**src/rtl/ptr_sync_gray.sv**
```systemverilog
// ptr_sync_gray
// Multi-stage synchronizer that brings a Gray-coded FIFO pointer from the
// opposite clock domain into the wclk domain.
// It also provides:
//   - a registered binary copy of the synchronized pointer,
//   - the per-cycle advance (delta) and a strobe when it moves,
//   - a post-reset warm-up guard that keeps delta/strobe/error quiet until
//     the chain holds real samples,
//   - an optional illegal-Gray-transition detector, compiled in only when the
//     macro PTR_SYNC_GRAY_CHECK_EN is defined (otherwise gray_err is tied 0).
// The sync stages carry no logic between them, so a single-bit Gray change
// that resolves late still shows up as exactly one new value, never an
// intermediate one.

module ptr_sync_gray #(
   parameter int ADDRESS_SIZE = 4,
   parameter int SYNC_STAGES  = 2
) (
   input  logic                    wclk,
   input  logic                    wrst_n,
   input  logic [ADDRESS_SIZE:0]   read_ptr,
   input  logic                    err_clr,
   output logic [ADDRESS_SIZE:0]   wq_read_ptr_gray,
   output logic [ADDRESS_SIZE:0]   wq_read_ptr_bin,
   output logic [ADDRESS_SIZE:0]   ptr_delta,
   output logic                    ptr_advanced,
   output logic                    gray_err
);

   localparam int PW = ADDRESS_SIZE + 1;
   localparam int CW = $clog2(SYNC_STAGES + 1);

   // Fewer than two stages is not a synchronizer; more than four only adds
   // latency, so both are rejected at elaboration.
   generate
      if (SYNC_STAGES < 2 || SYNC_STAGES > 4) begin : g_bad_sync_stages
         $error("ptr_sync_gray: SYNC_STAGES must be in the range 2..4");
      end
   endgenerate

   typedef enum logic {
      WARM = 1'b0,
      RUN  = 1'b1
   } state_t;

   state_t          state;
   state_t          state_next;
   logic [CW-1:0]   warm_cnt;
   logic [CW-1:0]   warm_cnt_next;
   logic            run_en;

   logic [PW-1:0]   stage [SYNC_STAGES];
   logic [PW-1:0]   bin_next;
   logic [PW-1:0]   delta_next;

   // Plain flop chain; stage 0 is the only flop that sees the asynchronous input.
   always_ff @(posedge wclk or negedge wrst_n) begin
      if (!wrst_n) begin
         for (int i = 0; i < SYNC_STAGES; i++) begin
            stage[i] <= '0;
         end
      end else begin
         stage[0] <= read_ptr;
         for (int i = 1; i < SYNC_STAGES; i++) begin
            stage[i] <= stage[i-1];
         end
      end
   end

   assign wq_read_ptr_gray = stage[SYNC_STAGES-1];

   // Gray to binary: each binary bit is the XOR of all Gray bits at or above it.
   always_comb begin
      bin_next         = '0;
      bin_next[PW-1]   = wq_read_ptr_gray[PW-1];
      for (int i = PW - 2; i >= 0; i--) begin
         bin_next[i] = bin_next[i+1] ^ wq_read_ptr_gray[i];
      end
   end

   // Unsigned subtraction at pointer width gives the wrap-around distance.
   assign delta_next = bin_next - wq_read_ptr_bin;

   // Warm-up state register and counter.
   always_ff @(posedge wclk or negedge wrst_n) begin
      if (!wrst_n) begin
         state    <= WARM;
         warm_cnt <= '0;
      end else begin
         state    <= state_next;
         warm_cnt <= warm_cnt_next;
      end
   end

   // Stay in WARM until the counter has seen the chain fill, then run forever.
   always_comb begin
      state_next    = state;
      warm_cnt_next = warm_cnt;
      run_en        = 1'b0;
      case (state)
         WARM: begin
            if (warm_cnt == CW'(SYNC_STAGES)) begin
               state_next = RUN;
            end else begin
               warm_cnt_next = warm_cnt + 1'b1;
            end
         end
         RUN: begin
            run_en = 1'b1;
         end
         default: begin
            state_next = WARM;
         end
      endcase
   end

   // Binary copy always tracks the chain; delta and strobe only update in RUN.
   always_ff @(posedge wclk or negedge wrst_n) begin
      if (!wrst_n) begin
         wq_read_ptr_bin <= '0;
         ptr_delta       <= '0;
         ptr_advanced    <= 1'b0;
      end else begin
         wq_read_ptr_bin <= bin_next;
         if (run_en) begin
            ptr_delta    <= delta_next;
            ptr_advanced <= |delta_next;
         end
      end
   end

`ifdef PTR_SYNC_GRAY_CHECK_EN
   logic [PW-1:0] prev_gray;
   logic [PW-1:0] gray_diff;
   logic          multi_bit;

   assign gray_diff = wq_read_ptr_gray ^ prev_gray;
   // x & (x-1) is non-zero exactly when more than one bit of x is set.
   assign multi_bit = |(gray_diff & (gray_diff - 1'b1));

   // Sticky error flag; a new detection wins over a simultaneous clear.
   always_ff @(posedge wclk or negedge wrst_n) begin
      if (!wrst_n) begin
         prev_gray <= '0;
         gray_err  <= 1'b0;
      end else begin
         prev_gray <= wq_read_ptr_gray;
         if (run_en) begin
            gray_err <= multi_bit | (gray_err & ~err_clr);
         end
      end
   end
`else
   logic unused_err_clr;

   assign gray_err       = 1'b0;
   assign unused_err_clr = err_clr;
`endif

endmodule

```
**config.mk**
```make
export PLATFORM = sky130hd
export DESIGN_NAME = ptr_sync_gray
export DESIGN_NICKNAME = d
export VERILOG_FILES = /design/src/rtl/ptr_sync_gray.sv
export SDC_FILE = /design/constraint.sdc
export NUM_CORES = 1
export LEC_CHECK = 0
export ABC_AREA = 1
export CORE_MARGIN = 5
export CORE_UTILIZATION = 48
export DETAILED_ROUTE_END_ITERATION = 16
export MAX_ROUTING_LAYER = met4
export PLACE_DENSITY_LB_ADDON = 0.12
export SLEW_MARGIN = 20
export SYNTH_ARGS = -nofsm -noshare
export SYNTH_HDL_FRONTEND = slang
export SYNTH_SLANG_ARGS = --single-unit
export TNS_END_PERCENT = 20
```
**constraint.sdc**
```tcl
create_clock -name wclk -period 2.3 [get_ports wclk]
set_input_delay 0.575 -clock wclk [delete_from_list [all_inputs] [get_ports wclk]]
set_output_delay 0.575 -clock wclk [all_outputs]
set_load 0.05 [all_outputs]
```
### Yosys cells after proc, flatten, opt, wreduce, memory -nomap -nowiden

Index checks and enable logic that the tools add are counted.
Widths: inputs -> output; s select.

* register bits after elaboration: 24
* latch bits: 0
* memory bits (writable): 0
* memory bits (read-only): 0
* bits of input ports: 8
* output and inout bits: 17
* logic and storage cells: 21
* memories kept: 0

* add/sub/neg operators: 2
* $mul: 0
* div/mod/pow operators: 0
* order comparisons: 0
* equality and inequality tests: 1
* shifts and indexed selects: 0
* multiplexer cells: 3
* bitwise operators: 6
* reductions and logical operators: 2

Operators by type and width (count)
* $reduce_or 5->1: 1
* $sub 5x5->5: 1
* $xor 1x1->1: 4
* $mux 1: 3
* $add 2x1->2 const B: 1
* $eq 2x2->1 const B: 1
* $not 1->1: 2
* $reduce_and 2->1: 1

### Longest topological paths before layout

* word-level depth: 6
* gate-level depth with buffers: 16
* depth with buffers taken out: 16

### Least setup slack after synthesis

OpenSTA, ideal clock, no wires.

* kind: reg-to-reg
* start point: reg stage (netlist bit wq_read_ptr_gray[4])
* end point: reg ptr_advanced
* library setup time: 0.119 ns
* arrival time: 2.020 ns
* data required time: 2.181 ns
* setup slack: 0.160 ns
* cell stages (with the launch flop): 15
* path buffers: 0
* clock period less this slack: 2.140 ns
* cell sequence: dfrtp_1 -> or2_4 -> nand2_4 -> nand2_4 -> nand2_4 -> nand2_1 -> nand3_1 -> nand2_1 -> ha_1 -> fa_1 -> nand2_1 -> nor2_1 -> nand3_1 -> nor2_1 -> nor2_1

* word-level cells in the longest chain between the ends: 6

RTL lines
* from (decl): RTL line 52 `logic [PW-1:0] stage [SYNC_STAGES];`
* from (signal, indexed assignment): RTL line 65 `stage[i] <= stage[i-1];`
* $xor 1x1->1 (4 in a row): RTL line 77 `bin_next[i] = bin_next[i+1] ^ wq_read_ptr_gray[i];`
* $sub 5x5->5 *: RTL line 82 `assign delta_next = bin_next - wq_read_ptr_bin;`
* $reduce_or 5->1 *: RTL line 127 `ptr_advanced <= |delta_next;`
* to (signal assigned): RTL line 127
* to (decl): RTL line 26 `output logic ptr_advanced,`

Every way passes the cells marked *; elsewhere a longest branch is shown, timed or not.
A chain may end at the register's enable or synchronous reset.

### Worst setup path after layout

Same ends and word-level chain as after synthesis.

==> flow_summary.rst <==
.. list-table::
   :header-rows: 1

   * - Metric
     - Value
   * - HPWL after detailed placement
     - about 1300 µm
   * - DR iter-0 viols
     - 1
   * - Cell area reported after detailed placement
     - 1310 µm²
   * - Crit path arrival time
     - 2.44 ns
   * - Core outline area
     - between 2000 and 2500 µm²
   * - Synth unique cells
     - 20
   * - Largest net degree at the start of global routing
     - 25
   * - Synthesis-stage register bit count
     - 24
   * - Count of max-cap constraint violations
     - 0
   * - Unrepaired setup endpoints after global routing
     - true
   * - CTS tree
     - done
   * - Post-cts hold buffer count
     - 0
   * - Count of standard-cell rows
     - 17
   * - Final period demand of the worst path
     - approximately 2.2 ns
   * - Die outline height
     - 57.7 µm
   * - Net count of the mapped netlist
     - 126
   * - CP Data Required Time
     - 2.51 ns
   * - Warning count from the yosys run
     - 0
   * - Max_slew headroom
     - 66.2%
   * - Antenna Violating Nets Remaining
     - 0
   * - Mean cell area of the mapped netlist
     - 9.76 µm²
   * - Delay of the slowest cell on the worst path
     - 0.53 ns
   * - Static leakage power
     - 0.710 nW
   * - Die Area
     - ~3300 µm²
   * - Latest clock arrival within the worst-skew pair
     - 0.30 ns
   * - Fillcell total
     - 176
   * - Number of buffers inserted by port buffering
     - 22
   * - Critical Path Source Type
     - flip-flop
   * - Sequential cell area
     - 601 µm²
   * - Depth of the CTS H-tree
     - 1
   * - Layout overhead on the synthesized area
     - 28.8%
   * - Critical path peak fanout
     - 3
   * - Util after Layout
     - approximately 64%
   * - Final worst clock skew
     - roughly 0.0013 ns
   * - Wire length of the first global-routing pass
     - 2930 µm
   * - Syn Inst Count
     - 112
   * - Total power density per cell area
     - 829 nW/µm²
   * - Antenna violations before repair
     - 0
   * - X dimension of the die
     - 57.7 µm
   * - Worst-path clk slew
     - 0.13 ns
   * - Final Cycle Share
     - approximately 97%
   * - Final count of negative-setup-slack endpoints
     - 0
   * - Max frequency
     - 448 MHz
   * - Residual DRC count
     - 0
   * - Cell type group with the largest total delay on the critical path
     - simple AND/OR/NAND/NOR gates
   * - Worst Max-Slew Pin Slew
     - a little over 0.5 ns
   * - Run status
     - completed
   * - Total count of hold-check failures in the final report
     - 0
   * - Max Root-Sink Buffers
     - 2
   * - Critical path buffers and inverters
     - 0
   * - Hold Crit Class
     - reg2reg
   * - Worst Setup End Kind
     - flip-flop
   * - Pre-Repair DR Iteration Count
     - 3
   * - I/O pin count
     - 25
   * - Cell-by-cell trace of the critical path
     - or2_4 -> nand2_4 -> nand2_4 -> nand2_4 -> nand2_2 -> nand3_1 -> nand2_1 -> ha_2 -> fa_2 -> nand2_1 -> nor2_1 -> nand3_1 -> nor2_1 -> nor2_1
   * - Maximum vdd drop
     - 0.000465 V
   * - Detailed-route wire length
     - 1660 µm
   * - Post-detailed-route wirelength per cell
     - 10.2 µm
   * - GR Overflow Total
     - 0
   * - Slew Viols, Final
     - 0
   * - Number of global-route vias before repair
     - 763
   * - Clock root cell
     - sky130_fd_sc_hd__clkbuf_4
   * - Via Count
     - 772
   * - Layout Cell Area excl Fill
     - 1410 µm²
   * - Final weighted congestion of routability-driven global placement
     - about 0.79
   * - Slowest stage cell on the critical path
     - sky130_fd_sc_hd__fa_2
   * - Total CTS buffers
     - 3
   * - Setup Crit Path Kind
     - reg2reg
   * - Final layout net count
     - 150
   * - Multi-input combinational cell area
     - 399 µm²
   * - Total track usage
     - 11.5%
   * - Ratio of routed vias to standard cells
     - ~4.7
   * - Starting Density
     - 49.9%
   * - Netlist Area Pre-Place
     - 1090 µm²
   * - Sequential element share of the synthesized area
     - 54.9%
   * - CTS sink count
     - 24
   * - Antenna cell count
     - 0
   * - Fraction of layout instances using a drive strength above 1
     - 17.8%
==> timing repair <==
| item | in CTS | in global routing |
|---|---|---|
| resized for setup | 0 | 8 |
| buffers inserted | 0 | 2 |
| endpoints found under the setup margin | 0 | 2 |
==> power breakdown <==
group,total [mW],internal (mW),switching [mW]
Clock,0.295,0.176,0.119
Combinational,0.384,0.135,0.248
Sequential,0.489,0.465,0.0246
Total,1.17,0.776,0.392
==> cell type report <==
cell class	count	share of cell area [%]
clock buffer	3	1.60
clock inverter	1	2.13
inverter	19	5.06
timing repair buffer	26	17.8
tap	28	2.49
sequential	24	42.6
multi-input combinational	62	28.3
==> cells in the mapped netlist <==
cell / n / area, µm²
sky130_fd_sc_hd__dfrtp_1: 24 / 601
sky130_fd_sc_hd__nand2_1: 20 / 75.1
sky130_fd_sc_hd__inv_1: 19 / 71.3
sky130_fd_sc_hd__nand3_1: 10 / 50.1
sky130_fd_sc_hd__nor2_1: 8 / 30.0
sky130_fd_sc_hd__buf_4: 6 / 45.0
sky130_fd_sc_hd__ha_1: 5 / 62.6
sky130_fd_sc_hd__nand2_4: 3 / 33.8
sky130_fd_sc_hd__o21ai_0: 3 / 15.0
sky130_fd_sc_hd__a31oi_1: 2 / 12.5
sky130_fd_sc_hd__nand2_2: 2 / 12.5
sky130_fd_sc_hd__nand3_2: 2 / 20.0
sky130_fd_sc_hd__a21oi_1: 1 / 5.00
sky130_fd_sc_hd__buf_2: 1 / 5.00
sky130_fd_sc_hd__conb_1: 1 / 3.75
sky130_fd_sc_hd__fa_1: 1 / 20.0
sky130_fd_sc_hd__o21a_1: 1 / 7.51
sky130_fd_sc_hd__or2_2: 1 / 6.26
sky130_fd_sc_hd__or2_4: 1 / 8.76
sky130_fd_sc_hd__xor2_1: 1 / 8.76
==> placed cells by master (no fill, tap or decap) <==
cell,n
sky130_fd_sc_hd__nand3_2,5
sky130_fd_sc_hd__nand2_2,2
sky130_fd_sc_hd__nand2_1,19
sky130_fd_sc_hd__ha_1,4
sky130_fd_sc_hd__nand3_1,7
sky130_fd_sc_hd__a21oi_1,1
sky130_fd_sc_hd__bufinv_16,1
sky130_fd_sc_hd__dfrtp_1,24
sky130_fd_sc_hd__o21a_1,1
sky130_fd_sc_hd__conb_1,1
sky130_fd_sc_hd__nor2_1,8
sky130_fd_sc_hd__xor2_1,1
sky130_fd_sc_hd__ha_2,1
sky130_fd_sc_hd__or2_2,1
sky130_fd_sc_hd__inv_2,1
sky130_fd_sc_hd__a31oi_1,2
sky130_fd_sc_hd__fa_2,1
sky130_fd_sc_hd__or2_4,1
sky130_fd_sc_hd__clkdlybuf4s50_1,22
sky130_fd_sc_hd__inv_1,18
sky130_fd_sc_hd__clkbuf_4,3
sky130_fd_sc_hd__nand2_4,4
sky130_fd_sc_hd__o21ai_0,3
sky130_fd_sc_hd__buf_4,4
==> stage by stage <==
step                      std cells  TNS, ns  hold WS, ns  power, mW  worst slack (ns)
after floorplan                 112        0        0.279      0.756             0.160
after global placement          157        0        0.335      0.864            0.0717
after detailed placement        157        0        0.337      0.873            0.0527
after CTS                       161        0        0.367       1.17            0.0303
after global routing            163  -0.0256        0.375       1.23           -0.0256
final                           163        0        0.363       1.17            0.0693
==> per-layer routing <==
| metal | GRT usage, % | part of all wire, % |
|---|---|---|
| met5 | - | 0 |
| met4 | 4.97 | 0.78 |
| met3 | 2.45 | 5.2 |
| met2 | 20.2 | 52 |
| met1 | 12.3 | 42 |
==> cells by family after synthesis <==
logic type                 synth area share [%]
AOI/OAI and AO/OA                          3.66
xor gates and xnor gates                  0.801
adders and majority gates                  7.55
buffers and inverters                      11.1
DFF                                        54.9
other                                     0.343
and+or+nand+nor                            21.6
==> sequential cells by signal, summed over array words and instances (netlist names) <==
register,count
ptr_delta,5
stage,5
wq_read_ptr_bin,5
wq_read_ptr_gray,5
warm_cnt,2
ptr_advanced,1
state,1
==> worst paths after layout <==
kind	startpoint	end	slack (ns)	cells past startpoint
worst max-delay path	wq_read_ptr_gray[4]$_DFF_PN0_	ptr_advanced$_DFFE_PN0P_	0.07	14
worst min-delay path	stage[5]$_DFF_PN0_	wq_read_ptr_gray[0]$_DFF_PN0_	0.36	0
worst max register to register	wq_read_ptr_gray[4]$_DFF_PN0_	ptr_advanced$_DFFE_PN0P_	0.07	14
worst min register to register	stage[5]$_DFF_PN0_	wq_read_ptr_gray[0]$_DFF_PN0_	0.36	0
max in group asynchronous	wrst_n	wq_read_ptr_bin[2]$_DFF_PN0_	1.46	2
min in group asynchronous	wrst_n	ptr_delta[0]$_DFFE_PN0P_	0.61	2
(Power assumes the default switching activity.)
